<file path="src/rtl/pic_pkg.sv">
// Shared definitions for the interrupt-acknowledge path.
// Contents: width constants, the INTA sequence state encoding, the default
// 8080 CALL opcode and the one-hot IR decode used for ISR set/clear strobes.
package pic_pkg;

    localparam int unsigned IRQ_W  = 3;
    localparam int unsigned NIRQ   = 8;
    localparam int unsigned DATA_W = 8;

    localparam logic [DATA_W-1:0] CALL_OPCODE_DEF = 8'hCD;

    // P* = INTA_n low (byte pulse), G* = gap between pulses
    typedef enum logic [2:0] {
        ST_IDLE = 3'd0,
        ST_P1   = 3'd1,
        ST_G1   = 3'd2,
        ST_P2   = 3'd3,
        ST_G2   = 3'd4,
        ST_P3   = 3'd5
    } inta_state_e;

    // One-hot decode of an IR number onto the 8-bit ISR strobe vector
    function automatic logic [NIRQ-1:0] onehot8(input logic [IRQ_W-1:0] n);
        logic [NIRQ-1:0] r;
        r    = '0;
        r[n] = 1'b1;
        return r;
    endfunction

endpackage

</file>
<file path="src/rtl/inta_edge_detect.sv">
// INTA_n edge detector.
// Ports: clk, reset (async, active-high), inta_n_i (already synchronous),
//        fall_c / rise_c: combinational 1-cycle strobes against the registered copy.
module inta_edge_detect (
    input  logic clk,
    input  logic reset,
    input  logic inta_n_i,
    output logic fall_c,
    output logic rise_c
);

    logic inta_q;

    // Resets to the inactive (high) level so leaving reset never looks like an edge
    always_ff @(posedge clk or posedge reset) begin
        if (reset) begin
            inta_q <= 1'b1;
        end else begin
            inta_q <= inta_n_i;
        end
    end

    assign fall_c = inta_q & ~inta_n_i;
    assign rise_c = ~inta_q & inta_n_i;

endmodule

</file>
<file path="src/rtl/inta_sequencer.sv">
// Interrupt-acknowledge sequencer.
// Counts INTA_n pulses (2 for 8086, 3 for 8080), raises ISR set / AEOI clear
// strobes, drives the master CAS code, decodes slave selection from CAS_in and
// sequences CALL / vector / address bytes onto the data bus.
// Inputs : clk, reset, INTA_n, mode_8086, SNGL, Master_Slave, ID, CAS_in,
//          slave_map, irq_valid, irq_num, vec_base, addr_lo, addr_hi, adi, aeoi
// Outputs: isr_set, eoi_auto, cas_out, cas_oe, data_out, data_oe, busy (all registered)
module inta_sequencer
    import pic_pkg::*;
#(
    parameter logic [DATA_W-1:0] CALL_OPCODE = CALL_OPCODE_DEF
) (
    input  logic              clk,
    input  logic              reset,
    input  logic              INTA_n,
    input  logic              mode_8086,
    input  logic              SNGL,
    input  logic              Master_Slave,
    input  logic [IRQ_W-1:0]  ID,
    input  logic [IRQ_W-1:0]  CAS_in,
    input  logic [NIRQ-1:0]   slave_map,
    input  logic              irq_valid,
    input  logic [IRQ_W-1:0]  irq_num,
    input  logic [4:0]        vec_base,
    input  logic [2:0]        addr_lo,
    input  logic [DATA_W-1:0] addr_hi,
    input  logic              adi,
    input  logic              aeoi,
    output logic [NIRQ-1:0]   isr_set,
    output logic [NIRQ-1:0]   eoi_auto,
    output logic [IRQ_W-1:0]  cas_out,
    output logic              cas_oe,
    output logic [DATA_W-1:0] data_out,
    output logic              data_oe,
    output logic              busy
);

    logic fall_c;
    logic rise_c;

    inta_edge_detect u_edge (
        .clk      (clk),
        .reset    (reset),
        .inta_n_i (INTA_n),
        .fall_c   (fall_c),
        .rise_c   (rise_c)
    );

    inta_state_e       state_q;
    logic [IRQ_W-1:0]  cur_irq_q;
    logic              spurious_q;
    logic              casmode_q;
    logic              master_q;
    logic              len3_q;
    logic              sel_q;
    logic [NIRQ-1:0]   isr_set_q;
    logic [NIRQ-1:0]   eoi_auto_q;
    logic [IRQ_W-1:0]  cas_out_q;
    logic              cas_oe_q;
    logic [DATA_W-1:0] data_out_q;
    logic              data_oe_q;
    logic              busy_q;

    // Values captured at the first INTA fall
    logic [IRQ_W-1:0]  cur_irq_new;
    logic              master_new;
    logic              casmode_new;
    assign cur_irq_new = irq_valid ? irq_num : 3'd7;
    assign master_new  = SNGL | Master_Slave;
    assign casmode_new = ~SNGL & Master_Slave & slave_map[cur_irq_new];

    // Master/single owns the data bus unless a cascaded slave does; a slave owns it when selected
    logic              owner;
    logic [DATA_W-1:0] vec_byte;
    logic [DATA_W-1:0] addr_lo_byte;
    logic              eoi_fire;
    assign owner        = master_q ? ~casmode_q : sel_q;
    assign vec_byte     = {vec_base, cur_irq_q};
    assign addr_lo_byte = adi ? {addr_lo, cur_irq_q, 2'b00}
                              : {addr_lo[2:1], cur_irq_q, 3'b000};
    assign eoi_fire     = aeoi & ~spurious_q & (master_q | sel_q);

    // Acknowledge FSM with registered outputs
    always_ff @(posedge clk or posedge reset) begin
        if (reset) begin
            state_q    <= ST_IDLE;
            cur_irq_q  <= '0;
            spurious_q <= 1'b0;
            casmode_q  <= 1'b0;
            master_q   <= 1'b0;
            len3_q     <= 1'b0;
            sel_q      <= 1'b0;
            isr_set_q  <= '0;
            eoi_auto_q <= '0;
            cas_out_q  <= '0;
            cas_oe_q   <= 1'b0;
            data_out_q <= '0;
            data_oe_q  <= 1'b0;
            busy_q     <= 1'b0;
        end else begin
            isr_set_q  <= '0;
            eoi_auto_q <= '0;
            case (state_q)
                ST_IDLE: if (fall_c) begin
                    state_q    <= ST_P1;
                    busy_q     <= 1'b1;
                    cur_irq_q  <= cur_irq_new;
                    spurious_q <= ~irq_valid;
                    casmode_q  <= casmode_new;
                    master_q   <= master_new;
                    len3_q     <= ~mode_8086;
                    sel_q      <= 1'b0;
                    if (master_new && irq_valid) isr_set_q <= onehot8(cur_irq_new);
                    cas_out_q  <= casmode_new ? cur_irq_new : '0;
                    cas_oe_q   <= casmode_new;
                    // 8080 CALL comes from the master even when a slave supplies later bytes
                    if (!mode_8086 && master_new) begin
                        data_out_q <= CALL_OPCODE;
                        data_oe_q  <= 1'b1;
                    end
                end
                ST_P1: if (rise_c) begin
                    state_q    <= ST_G1;
                    data_out_q <= '0;
                    data_oe_q  <= 1'b0;
                    if (!master_q) begin
                        sel_q <= (CAS_in == ID);
                        if ((CAS_in == ID) && !spurious_q) isr_set_q <= onehot8(cur_irq_q);
                    end
                end
                ST_G1: if (fall_c) begin
                    state_q    <= ST_P2;
                    data_oe_q  <= owner;
                    data_out_q <= owner ? (len3_q ? addr_lo_byte : vec_byte) : '0;
                end
                ST_P2: if (rise_c) begin
                    data_out_q <= '0;
                    data_oe_q  <= 1'b0;
                    if (len3_q) begin
                        state_q <= ST_G2;
                    end else begin
                        state_q   <= ST_IDLE;
                        busy_q    <= 1'b0;
                        cas_out_q <= '0;
                        cas_oe_q  <= 1'b0;
                        if (eoi_fire) eoi_auto_q <= onehot8(cur_irq_q);
                    end
                end
                ST_G2: if (fall_c) begin
                    state_q    <= ST_P3;
                    data_oe_q  <= owner;
                    data_out_q <= owner ? addr_hi : '0;
                end
                ST_P3: if (rise_c) begin
                    state_q    <= ST_IDLE;
                    busy_q     <= 1'b0;
                    cas_out_q  <= '0;
                    cas_oe_q   <= 1'b0;
                    data_out_q <= '0;
                    data_oe_q  <= 1'b0;
                    if (eoi_fire) eoi_auto_q <= onehot8(cur_irq_q);
                end
                default: state_q <= ST_IDLE;
            endcase
        end
    end

    assign isr_set  = isr_set_q;
    assign eoi_auto = eoi_auto_q;
    assign cas_out  = cas_out_q;
    assign cas_oe   = cas_oe_q;
    assign data_out = data_out_q;
    assign data_oe  = data_oe_q;
    assign busy     = busy_q;

endmodule

</file>
<file path="config.mk">
export PLATFORM = sky130hd
export DESIGN_NAME = inta_sequencer
export DESIGN_NICKNAME = d
export VERILOG_FILES = /design/src/rtl/pic_pkg.sv /design/src/rtl/inta_edge_detect.sv /design/src/rtl/inta_sequencer.sv
export SDC_FILE = /design/constraint.sdc
export NUM_CORES = 1
export LEC_CHECK = 0
export CAP_MARGIN = 10
export CORE_ASPECT_RATIO = 1.25
export CORE_MARGIN = 3
export CORE_UTILIZATION = 49
export DETAILED_ROUTE_END_ITERATION = 10
export GPL_TIMING_DRIVEN = 0
export PLACE_DENSITY = 0.83
export SYNTH_ARGS = -nofsm -noshare
export SYNTH_HDL_FRONTEND = slang
export SYNTH_SLANG_ARGS = --single-unit
</file>
<file path="constraint.sdc">
create_clock -name clk -period 3.9 [get_ports clk]
set_input_delay 0.78 -clock clk [delete_from_list [all_inputs] [get_ports clk]]
set_output_delay 0.78 -clock clk [all_outputs]
set_load 0.02 [all_outputs]
</file>
==> reports/summary.txt <==
CELLS AND AREA
-----------------------------------------------------------------------------------------------
Register area                                                                      0.00105 mm^2
Share of cells above drive strength 1                                                     8.65%
Diodes inserted                                                                               0
Layout overhead on the synthesized area                                                   43.1%
Leading cell type in the layout, fill and taps excluded                            sky130_fd_sc_hd__clkdlybuf4s50_1
Most frequent cells in the layout                                                  sky130_fd_sc_hd__clkdlybuf4s50_1 (70), sky130_fd_sc_hd__dfrtp_1 (41), sky130_fd_sc_hd__nor2_1 (28)
Number of fill cells in the layout                                                          327
Net count reported at finish                                                                330
Multi-input gate area in the final layout                                              968 um^2
Post-Route Utilization                                                                    73.0%

YOSYS
-----------------------------------------------------------------------------------------------
Post-synth design cell area                                                        0.00211 mm^2
EDFF count, synth                                                                             0
Post-Syn Nets                                                                               253
Synthesized area divided by synthesized cell count                                    9.99 um^2
Prevailing post-synth register cell                                                sky130_fd_sc_hd__dfrtp_1
Count of mapped cells out of synthesis                                                      211
Library cells used by synthesis                                                              51
Number of register bits inferred by synthesis                                                42
Number of synthesis warnings                                                                  0
Async set-reset flop share out of synthesis                                                100%
Fraction of the yosys area taken by sequential cells                                      49.9%

PWR
-----------------------------------------------------------------------------------------------
Lkg Pwr                                                                                 1.24 nW
Total power draw                                                                        1.74 mW
PwrDens                                                                             577 mW/mm^2
Maximum ir drop on the vdd rail                                                          323 uV

CLOCKING
-----------------------------------------------------------------------------------------------
H-tree depth                                                                                  2
Post-CTS Resized                                                                              0
Root Buffer                                                                        sky130_fd_sc_hd__clkbuf_8
Sink Count                                                                                   42
Clock Latency Late Sink                                                                  300 ps
# hold bufs at CTS                                                                            0
Clock tree from TritonCTS                                                                  done
Number of post-CTS setup repair buffers                                                       0
Total clock buffers created by CTS                                                            5
Clock input transition at the sequential cells of the worst setup and hold paths          80 ps
Max Buffers Root-to-Sink                                                                      2

STA
-----------------------------------------------------------------------------------------------
Maximum operating frequency                                                             422 MHz
Number of failing setup endpoints in the final timing report                                  0
Setup repair after global routing missed its margin                                       false
Relative max-transition margin                                                            44.4%
Post-layout minimum cycle time                                                          2370 ps
Number of hold violations in the final report                                                 0
Final-layout setup total negative slack                                                    0 ps
Actual transition at the worst max-transition pin                                        833 ps
Total count of max-transition violations in the final report                                  0
Final worst setup slack                                                                 1530 ps
Max Clock Skew                                                                          2.35 ps
Final Cycle Share                                                                         60.8%

RUN STATUS
-----------------------------------------------------------------------------------------------
Status                                                                             complete, no violations

PLACED DESIGN
-----------------------------------------------------------------------------------------------
Final GP Congestion                                                                       0.796
Count of input and output buffers                                                            70
DP Worst Slack                                                                          1260 ps
Half-perimeter wire length after placement                                              3990 um

DIE
-----------------------------------------------------------------------------------------------
Area of the core region                                                            0.00413 mm^2
I/O Pins                                                                                     72
Vertical die dimension                                                                  79.3 um
Die ar.                                                                            0.00513 mm^2
Effective utilization at floorplan                                                        51.0%
Chip Width                                                                              64.7 um
Number of rows created at floorplan                                                          26

DRT
-----------------------------------------------------------------------------------------------
WL/cell                                                                                 15.4 um
Final WL                                                                                5300 um
Total iterations of the first detailed-routing run                                            4
Total number of vias                                                                       1917
Detailed router's first-iteration violation count                                           100
Residual DRC count                                                                            0
Post-DR vias/cell                                                                          5.56
Final antenna-violating net count                                                             0

GLOBAL ROUTING
-----------------------------------------------------------------------------------------------
Largest net degree at the start of global routing                                            43
Wire length of the first global-routing pass                                            8800 um
Remaining Overflow, GRT                                                                       0
Antenna violations before repair                                                              0
All-Layer GR Usage                                                                        22.4%
Vias in the first global route                                                             1861

HOLD PATH
-----------------------------------------------------------------------------------------------
Hold Path Class                                                                         reg2reg

WORST SETUP PATH
-----------------------------------------------------------------------------------------------
Top delay family on crit path                                                      buffers and inverters
Worst-path maximum fanout                                                                    10
Maximum single-stage delay on the critical path                                          480 ps
Critical-path cell with the highest stage delay                                    sky130_fd_sc_hd__clkdlybuf4s50_1
Number of buffers and inverters on the critical path                                          3
Worst-path cell chain                                                              clkdlybuf4s50_1 > or3b_1 > buf_6 > a222oi_1 > buf_4 > nor2_1 > a31oi_1
Data arrival at the endpoint of the critical path                                       2580 ps
CP Class                                                                                 in2reg
Required time at the worst-slack endpoint                                               4110 ps
Crit path capture type                                                                 register
Startpoint types                                                                   primary input
FF-to-FF setup slack                                                                    1970 ps

RUN
-----------------------------------------------------------------------------------------------
Max_cap viols                                                                                 0

==> where the power goes <==
part	leakage [nW]	switching (mW)	internal (mW)
Combinational	0.629	0.383	0.319
Clock	0.0683	0.150	0.256
Sequential	0.542	0.0904	0.540
==> cells in the mapped netlist, types with 2 or more instances <==
master	number	share of area (%)
sky130_fd_sc_hd__a21oi_1	10	2.4
sky130_fd_sc_hd__a221oi_1	2	0.83
sky130_fd_sc_hd__a22oi_1	5	1.8
sky130_fd_sc_hd__a31oi_1	2	0.59
sky130_fd_sc_hd__buf_2	3	0.71
sky130_fd_sc_hd__buf_4	2	0.71
sky130_fd_sc_hd__clkbuf_1	4	0.71
sky130_fd_sc_hd__dfrtp_1	41	49
sky130_fd_sc_hd__inv_1	8	1.4
sky130_fd_sc_hd__mux2_2	2	1.1
sky130_fd_sc_hd__mux2i_1	6	2.9
sky130_fd_sc_hd__nand2_1	13	2.3
sky130_fd_sc_hd__nand2b_1	4	1.2
sky130_fd_sc_hd__nand3_1	7	1.7
sky130_fd_sc_hd__nand4_1	3	0.89
sky130_fd_sc_hd__nand4b_1	2	0.83
sky130_fd_sc_hd__nor2_1	28	5.0
sky130_fd_sc_hd__nor2b_1	6	1.8
sky130_fd_sc_hd__nor3_1	3	0.71
sky130_fd_sc_hd__nor3b_1	4	1.4
sky130_fd_sc_hd__o21a_1	3	1.1
sky130_fd_sc_hd__o21ai_0	8	1.9
sky130_fd_sc_hd__o21bai_1	2	0.71
sky130_fd_sc_hd__o22ai_1	7	2.1
sky130_fd_sc_hd__o2bb2ai_1	3	1.2
sky130_fd_sc_hd__o32ai_1	4	1.7
sky130_fd_sc_hd__or2_2	2	0.59
sky130_fd_sc_hd__xnor2_1	2	0.83
sky130_fd_sc_hd__xor2_1	3	1.2
==> final timing paths <==
path,startpoint,endpoint,cells past startpoint
worst max-delay path,INTA_n,data_out[3],7
max in group asynchronous,reset,data_out[7],2
worst min register to register,cas_out[1],cas_out[1],1
worst max register to register,u_edge.inta_q,data_out[3],6
min in group asynchronous,reset,data_out[2],2
worst min-delay path,cas_out[1],cas_out[1],1
==> area by class of cell <==
class                   instances  share of cell area, %
plain buffers                  10                   1.87
clock inverters                 3                   2.28
multi-input cells             151                   32.1
flip-flops and latches         42                   34.9
inverters                       8                  0.996
repair buffers                 70                   23.2
clock buffers                   5                   2.28
well taps                      56                   2.32
==> cell families (layout without fill, tap and decap cells) <==
logic type / Yosys count / after routing / synth area share [%]
buffers and inverters: 18 / 96 / 4.10
AOI/OAI and AO/OA: 58 / 58 / 19.8
DFF: 42 / 42 / 49.9
adders and majority gates: 1 / 1 / 0.475
xor gates and xnor gates: 5 / 5 / 2.08
muxes: 8 / 8 / 3.92
and+or+nand+nor: 79 / 79 / 19.7
==> sequential cells by signal, indices dropped and copies added, names as in the netlist, 3 cells and up <==
register / cells
state_q: 3
isr_set: 8
cas_out: 3
data_out: 8
cur_irq_q: 3
eoi_auto: 8
==> metrics by stage <==
| stage | instances | area, um^2 | hold WS, ps |
|---|---|---|---|
| 2_1_floorplan | 211 | 2110 | 476 |
| 3_3_place_gp | 337 | 2880 | 474 |
| 3_5_place_dp | 337 | 2880 | 467 |
| 4_1_cts | 345 | 3020 | 495 |
| 5_1_grt | 345 | 3020 | 515 |
| 6_report | 345 | 3020 | 493 |
==> metal layers <==
| layer | GRT usage [%] | wire length (um) | vias up |
|---|---|---|---|
| li1 | - | - | 918 |
| met2 | 40.7 | 2900 | 62 |
| met4 | 9.73 | 97 | 0 |
| met1 | 25.9 | 2050 | 927 |
| met5 | 0 | 0 | - |
| met3 | 3.39 | 250 | 10 |
No activity file was read; power rests on OpenSTA's default activity.
